[src/rtl/ex_mem_pkg.sv]
// Shared constants for the EX->MEM stage: branch kinds, condition codes and NZCV bit positions.
package ex_mem_pkg;

  localparam logic [1:0] BR_NONE   = 2'b00;
  localparam logic [1:0] BR_UNCOND = 2'b01;
  localparam logic [1:0] BR_CBZ    = 2'b10;
  localparam logic [1:0] BR_COND   = 2'b11;

  localparam logic [3:0] COND_EQ = 4'b0000;
  localparam logic [3:0] COND_NE = 4'b0001;
  localparam logic [3:0] COND_HS = 4'b0010;
  localparam logic [3:0] COND_LO = 4'b0011;
  localparam logic [3:0] COND_MI = 4'b0100;
  localparam logic [3:0] COND_PL = 4'b0101;
  localparam logic [3:0] COND_VS = 4'b0110;
  localparam logic [3:0] COND_VC = 4'b0111;
  localparam logic [3:0] COND_HI = 4'b1000;
  localparam logic [3:0] COND_LS = 4'b1001;
  localparam logic [3:0] COND_GE = 4'b1010;
  localparam logic [3:0] COND_LT = 4'b1011;
  localparam logic [3:0] COND_GT = 4'b1100;
  localparam logic [3:0] COND_LE = 4'b1101;
  localparam logic [3:0] COND_AL = 4'b1110;
  localparam logic [3:0] COND_NV = 4'b1111;

  localparam int unsigned FLAG_N = 3;
  localparam int unsigned FLAG_Z = 2;
  localparam int unsigned FLAG_C = 1;
  localparam int unsigned FLAG_V = 0;

endpackage

[src/rtl/cond_evaluator.sv]
// Combinational evaluation of a B.cond condition field against an NZCV flag set.
module cond_evaluator
  import ex_mem_pkg::*;
(
  input  logic [3:0] condCode,
  input  logic [3:0] nzcv,
  output logic       taken
);

  logic n, z, c, v;

  assign n = nzcv[FLAG_N];
  assign z = nzcv[FLAG_Z];
  assign c = nzcv[FLAG_C];
  assign v = nzcv[FLAG_V];

  always_comb begin
    taken = 1'b0;
    case (condCode)
      COND_EQ: taken = z;
      COND_NE: taken = !z;
      COND_HS: taken = c;
      COND_LO: taken = !c;
      COND_MI: taken = n;
      COND_PL: taken = !n;
      COND_VS: taken = v;
      COND_VC: taken = !v;
      COND_HI: taken = c && !z;
      COND_LS: taken = !(c && !z);
      COND_GE: taken = (n == v);
      COND_LT: taken = (n != v);
      COND_GT: taken = !z && (n == v);
      COND_LE: taken = !(!z && (n == v));
      COND_AL: taken = 1'b1;
      COND_NV: taken = 1'b1;
      default: taken = 1'b0;
    endcase
  end

endmodule

[src/rtl/ex_mem_stage.sv]
// EX->MEM pipeline register with architectural NZCV and branch resolution.
// Define EX_MEM_BRANCH_CNT_EN to add the 32-bit takenBranchCount output.
module ex_mem_stage
  import ex_mem_pkg::*;
#(
  parameter int unsigned DATA_WIDTH     = 64,
  parameter int unsigned REG_ADDR_WIDTH = 5
) (
  input  logic                      clk,
  input  logic                      reset,
  input  logic                      stall,
  input  logic                      flush,
  input  logic                      inValid,
  input  logic [DATA_WIDTH-1:0]     ALUResult,
  input  logic                      zeroFlag,
  input  logic                      carryFlag,
  input  logic                      negativeFlag,
  input  logic                      overflowFlag,
  input  logic [DATA_WIDTH-1:0]     readDataRegister2,
  input  logic [REG_ADDR_WIDTH-1:0] writeRegister,
  input  logic                      regWrite,
  input  logic                      memRead,
  input  logic                      memWrite,
  input  logic                      memToReg,
  input  logic                      setFlags,
  input  logic [1:0]                branchType,
  input  logic [3:0]                condCode,
  input  logic [DATA_WIDTH-1:0]     branchTarget,
  output logic                      outValid,
  output logic [DATA_WIDTH-1:0]     aluResultMem,
  output logic [DATA_WIDTH-1:0]     writeDataMem,
  output logic [REG_ADDR_WIDTH-1:0] writeRegisterMem,
  output logic                      regWriteMem,
  output logic                      memReadMem,
  output logic                      memWriteMem,
  output logic                      memToRegMem,
  output logic                      pcSrc,
  output logic [DATA_WIDTH-1:0]     branchTargetMem,
  output logic [3:0]                flagsNZCV
`ifdef EX_MEM_BRANCH_CNT_EN
  ,
  output logic [31:0]               takenBranchCount
`endif
);

  logic condTaken_c;
  logic branchTaken_c;

  // B.cond sees the flags as they stood before this edge.
  cond_evaluator uCondEvaluator (
    .condCode (condCode),
    .nzcv     (flagsNZCV),
    .taken    (condTaken_c)
  );

  always_comb begin
    branchTaken_c = 1'b0;
    if (inValid) begin
      case (branchType)
        BR_UNCOND: branchTaken_c = 1'b1;
        BR_CBZ:    branchTaken_c = zeroFlag;
        BR_COND:   branchTaken_c = condTaken_c;
        BR_NONE:   branchTaken_c = 1'b0;
        default:   branchTaken_c = 1'b0;
      endcase
    end
  end

  // Pipeline register: reset > flush > stall > load.
  always_ff @(posedge clk) begin
    if (reset) begin
      outValid         <= 1'b0;
      aluResultMem     <= '0;
      writeDataMem     <= '0;
      writeRegisterMem <= '0;
      regWriteMem      <= 1'b0;
      memReadMem       <= 1'b0;
      memWriteMem      <= 1'b0;
      memToRegMem      <= 1'b0;
      pcSrc            <= 1'b0;
      branchTargetMem  <= '0;
      flagsNZCV        <= 4'b0000;
    end else if (flush) begin
      outValid    <= 1'b0;
      regWriteMem <= 1'b0;
      memReadMem  <= 1'b0;
      memWriteMem <= 1'b0;
      memToRegMem <= 1'b0;
      pcSrc       <= 1'b0;
    end else if (!stall) begin
      outValid         <= inValid;
      aluResultMem     <= ALUResult;
      writeDataMem     <= readDataRegister2;
      writeRegisterMem <= writeRegister;
      regWriteMem      <= regWrite && inValid;
      memReadMem       <= memRead && inValid;
      memWriteMem      <= memWrite && inValid;
      memToRegMem      <= memToReg && inValid;
      pcSrc            <= branchTaken_c;
      branchTargetMem  <= branchTarget;
      if (inValid && setFlags) begin
        flagsNZCV <= {negativeFlag, zeroFlag, carryFlag, overflowFlag};
      end
    end
  end

`ifdef EX_MEM_BRANCH_CNT_EN
  localparam int unsigned CNT_WIDTH = 32;

  // Counts taken branches that actually enter MEM; wraps naturally.
  always_ff @(posedge clk) begin
    if (reset) begin
      takenBranchCount <= '0;
    end else if (!flush && !stall && branchTaken_c) begin
      takenBranchCount <= takenBranchCount + CNT_WIDTH'(1);
    end
  end
`endif

endmodule

[config.mk]
export PLATFORM = sky130hd
export DESIGN_NAME = ex_mem_stage
export DESIGN_NICKNAME = d
export VERILOG_FILES = /design/src/rtl/ex_mem_pkg.sv /design/src/rtl/cond_evaluator.sv /design/src/rtl/ex_mem_stage.sv
export SDC_FILE = /design/constraint.sdc
export NUM_CORES = 1
export LEC_CHECK = 0
export ABC_AREA = 1
export BUFFER_PORTS_ARGS = -buffer_cell sky130_fd_sc_hd__buf_2
export CAP_MARGIN = 25
export CELL_PAD_IN_SITES_DETAIL_PLACEMENT = 1
export CELL_PAD_IN_SITES_GLOBAL_PLACEMENT = 1
export CORE_AREA = 2 2 165 167
export DETAILED_ROUTE_END_ITERATION = 10
export DIE_AREA = 0 0 167 169
export GPL_ROUTABILITY_DRIVEN = 0
export GPL_TIMING_DRIVEN = 0
export PLACE_DENSITY = 0.86
export SETUP_SLACK_MARGIN = 0.1
export SYNTH_ARGS = -nofsm -noshare
export SYNTH_HDL_FRONTEND = slang
export SYNTH_SLANG_ARGS = --single-unit
[constraint.sdc]
create_clock -name clk -period 1.45 [get_ports clk]
set_input_delay 0.0725 -clock clk [delete_from_list [all_inputs] [get_ports clk]]
set_output_delay 0.0725 -clock clk [all_outputs]
set_load 0.005 [all_outputs]
# Word-level counts from Yosys, hierarchy flattened
# Index checks and enable logic that the tools add are counted.
# totals
reg_bits	207
input_bits	217
out_inout_bits	207
word_cells	55
# op_classes
n_eq_ne	20
mux	3
bitwise_logic	2
n_reduce_logical	19
# op_table
cell	n
$eq A4 B4 Y1 const B	8
$eq A4 B3 Y1 const B	4
$pmux W1 S15	1
$eq A4 B2 Y1 const B	2
$logic_and A1 B1 Y1	7
$logic_not A1 Y1	6
$eq A2 B2 Y1 const B	2
$eq A4 B1 Y1 const B	1
$logic_not A4 Y1	1
$pmux W1 S4	1
$reduce_or A2 Y1	2
$reduce_and A3 Y1	1
$eq A2 B1 Y1 const B	1
$logic_not A2 Y1	1
$not A1 Y1	2
$reduce_and A2 Y1	1
$eq A1 B1 Y1	1
$mux W1	1
$ne A1 B1 Y1	1

# Logic depth before layout (Yosys ltp)
# depth
word_depth	6
ltp_mapped	12
mapped_depth_nobuf	11

# Hierarchy
# A second synthesis with hierarchy kept.
# unflattened
hier_cells	958
area_unflattened_um2	7439.6
# modules_own_cells
module	n_inst	cells_per_inst	area_each_um2	seq_area_each_um2
ex_mem_stage	1	907	7226.9	4144.0
cond_evaluator	1	51	212.7	0.0

# Least setup slack after synthesis
# Ideal clock, no wire load.
# synth_timing
path_type	register to register
start	register flagsNZCV[0]
end	register pcSrc
setup_ns	0.123
arrival_time_ns	1.046
required_ns	1.327
path_slack_ns	0.281
stages_incl_launch_ff	12
n_path_buf	0
synth_period_minus_slack_ns	1.169
cell_sequence	dfxtp_1 inv_1 nand2_1 nand2_1 nand2_1 nand3_1 nor2_1 nand3_1 nand2_1 nand2_1 nand2_1 a21oi_2
# synth_between
elab_chain_cells	6
word_cells_on_any_way	8
classes_between	2 x eq/ne; 3 x mux; 3 x reduce/logical
# synth_rtl
item	line	rtl
start, declared	ex_mem_stage.sv:39	output logic [3:0] flagsNZCV
start signal, assigned	ex_mem_stage.sv:102	flagsNZCV <= {negativeFlag, zeroFlag, carryFlag, overflowFlag};
$eq A1 B1 Y1	cond_evaluator.sv:30, cond_evaluator.sv:32, cond_evaluator.sv:33	
$logic_and A1 B1 Y1	cond_evaluator.sv:32, cond_evaluator.sv:33	
$logic_not A1 Y1	cond_evaluator.sv:33	COND_LE: taken = !(!z && (n == v));
$pmux W1 S15 (*)	cond_evaluator.sv:19	case (condCode)
$pmux W1 S4 (*)	ex_mem_stage.sv:59	case (branchType)
$mux W1 (*)	ex_mem_stage.sv:58	if (inValid) begin
end signal, assigned	ex_mem_stage.sv:99	pcSrc <= branchTaken_c;
end, declared	ex_mem_stage.sv:37	output logic pcSrc,
# Every way passes the cells marked *; elsewhere a longest branch is shown, timed or not.
# A chain may end at the register's enable or synchronous reset.

# Final worst setup path
# Ends and elaborated chain as after synthesis.

==> metrics <==
register area share after synthesis=around 56%; worst slew pin tran=slightly above 0.6 ns; Peak VDD IR=approximately 0.80 mV; WL/cell=21.03 µm; hpwl dp=22.64 mm; Yosys warning count=0; Seq cells post-synth=just over 200; Reg clk slew, reported paths=0.06 ns; Compound-Gate Fraction of Synth Area=approximately 15%; part of the cycle the worst path needs=a little over nine tenths; final setup margin=between 0.08 and 0.09 ns; area leader, netlist=dfxtp_1; Final Non-Filler Cells=around 2.0k; setup slack at placement=-0.3399 ns; layout cells sized above 1=31.01%; count of pins over their slew limit=0; Worst Hold Depth=4; remaining antenna violation count=0; Fin Setup TNS=0 ns; Setup Viol. Count Final=0; Worst Path Required=between 1.5 and 2 ns; layout net count=~1.9k; syn_nets=1,179; Initial Util=~28%; largest net degree at the start of global routing=13; Buf/Inv on CP=1; total track usage=about 28%; Startpoint Class=flip-flop; Layout fillers=~3.2k; Synth top area share=roughly 56%; Async S/R FF share, synth=0%; Ports=approximately 420; most frequent CP cell=nand2_1; Cell variety after synth=21; register area=just over 4000 µm²; CTS tree=yes; synthesis-to-finish area growth=76.10%; Placed Cells=about 1.7k; critical path's top delay family=simple AND/OR/NAND/NOR gates; crit path cell chain=buf_4 > nand2_1 > nand2_1 > nand2_1 > nand2_1 > a21oi_2 > nand3_1 > nand2_2 > nand2_1 > nand2_1 > a21oi_2; Leak=6.535 nW; post-synthesis xor/xnor area fraction=0%; die span in x=167 µm; FP Rows=60; multi-input logic area=about 2900 µm²; top post-synthesis cells by area=dfxtp_1, nor2_1, o21ai_0, nand2_1, clkbuf_1; final instance area=13,010 µm²; R2R depth=11; via-per-instance ratio=roughly 4.9; drt first-iter violations=slightly below 700; crit path max fanout=4; PD cells=between 1000 and 1500 nW/µm²; TritonCTS Buffers=25; CP max stage delay=~0.36 ns; IO Port Bufs=approximately 420; via count of the routed design=9,831; reg-to-reg slack, setup=~0.088 ns; root buffer cell=clkbuf_16; RSZ-0062 raised after global routing=yes; f_max=734.4 MHz; Worst slew margin=about three fifths; Detailed Routing Iterations Pass 1=7; Hold Crit Class=in2reg; Die Y=about 170 µm; final WL=about 42 mm; vias in the first global route=11.25k; Tot Pwr=about 15 mW; Max-Cap Viols=0; Setup CP Type=reg2reg; EDFF count, synth=0; initial antenna violation count=3; CP Depth=11; dominant synthesized flop cell=dfxtp_1; mux cell area share after synthesis=0%; cell area after synthesis=7387 µm²; Setup crit end kind=flip-flop; DR DRC count=0; GRT Residual Overflow=0; largest family of logic cells by synthesized area=simple AND/OR/NAND/NOR gates; Core Area=26,500 µm²; Synth Area in Adders=0%; cells after synthesis=approximately 960; Post-Place Cell Area=just under 10,000 µm²; crit path DAT=1.76 ns; clock skew=between 0.003 and 0.004 ns; Syn Area/Cell=7.679 µm²; CTS Sinks=approximately 210; slowest CP cell=dfxtp_4; Final Hold Fails=0; die area=about 28,000 µm²; status=finished, final reports clean; clk_lat worst skew=about 0.52 ns; Final min period=1.362 ns; Clock Path Buffers=3; Clock H-tree levels=1; Synth Area in Simple Gates=24.22%; first-pass GRT wire length=~63 mm
report_power, final:
group | internal, mW | switching, mW | total (mW) | leakage, nW
combinational | 1.09 | 1.19 | 2.28 | 4.42
clock | 3.82 | 2.58 | 6.41 | 0.407
sequential | 6.06 | 0.223 | 6.28 | 1.71
total | 11.0 | 4.00 | 15.0 | 6.54
layout by cell type, fill, tap and decap left out, drive strengths merged:
cell type and instances:
o21ai 201, a21oi 12, nand2 38, dlygate4sd3 223, nand3b 2, clkinv 4
nor2 406, dfxtp 207, diode 2, clkbuf 72, inv 16, bufinv 2
o21bai 1, nand3 12, buf 454, or2 1
Yosys cell counts (2+ instances only):
| master | number |
|---|---|
| buf_6 | 3 |
| a21oi_1 | 11 |
| nand3_1 | 11 |
| nor2_4 | 2 |
| o21ai_0 | 179 |
| dfxtp_1 | 207 |
| nor2_2 | 2 |
| buf_2 | 25 |
| nand3b_1 | 2 |
| nand2_1 | 38 |
| nor2_1 | 401 |
| clkbuf_1 | 36 |
| o21ai_1 | 22 |
| inv_2 | 2 |
| buf_4 | 3 |
| inv_1 | 13 |
flip-flops by register name, summed over array words and instances, names as in the netlist:
register,cells
aluResultMem,64
branchTargetMem,64
writeDataMem,64
writeRegisterMem,5
flagsNZCV,4
memReadMem,1
memToRegMem,1
memWriteMem,1
outValid,1
pcSrc,1
regWriteMem,1
metrics by stage:
step	util [%]	hold slack, ns
after floorplan	-	0.2074
after global placement	37.44	0.2938
after detailed placement	37.44	0.3020
after CTS	49.01	0.06488
after global routing	49.09	0.1538
final	49.09	0.1419
per-layer routing:
layer	track usage (%)	routed length [µm]	share of wire, %
met5	0	0	0
met4	17.84	2663	6.4
met3	7.716	3200	7.6
met2	52.35	21400	51
met1	28.14	14670	35
worst reg2reg max path, cell delays in order, from the launching register on:
cell	delay, ns
dfxtp_4	0.36
buf_4	0.14
nand2_1	0.05
nand2_1	0.06
nand2_1	0.07
nand2_1	0.06
a21oi_2	0.11
nand3_1	0.10
nand2_2	0.10
nand2_1	0.05
nand2_1	0.08
a21oi_2	0.06
cell families (layout without fill, tap and decap cells):
logic type      Yosys count  after routing
buf+inv                  82            771
other cells               0              2
flops                   207            207
simple gates            459            459
compound gates          214            214
final timing paths:
check,startpoint,to
worst max-delay path,flagsNZCV[0]$_SDFFE_PP0P_,pcSrc$_SDFFE_PP0N_
worst min register to register,writeDataMem[50]$_SDFFE_PP0P_,writeDataMem[50]$_SDFFE_PP0P_
worst min-delay path,reset,pcSrc$_SDFFE_PP0N_
worst max register to register,flagsNZCV[0]$_SDFFE_PP0P_,pcSrc$_SDFFE_PP0N_
timing repair:
item / 4_1_cts / 5_1_grt
hold buffers: 223 / 0
endpoints found under the setup margin: 1 / 32
pin swaps: 0 / 1
resized for setup: 5 / 10
setup buffers: 1 / 1
endpoints found under the hold margin: 207 / 0
area by class of cell:
class,instances,share of cell area (%)
repair buffers,646,33.47
flip-flops and latches,207,31.92
multi-input cells,673,22.11
clock buffers,36,5.588
well taps,341,3.280
plain buffers,67,2.453
clock inverters,7,0.7021
inverters,15,0.4328
diodes,2,0.03847
Power figures use the tool's default switching activity.
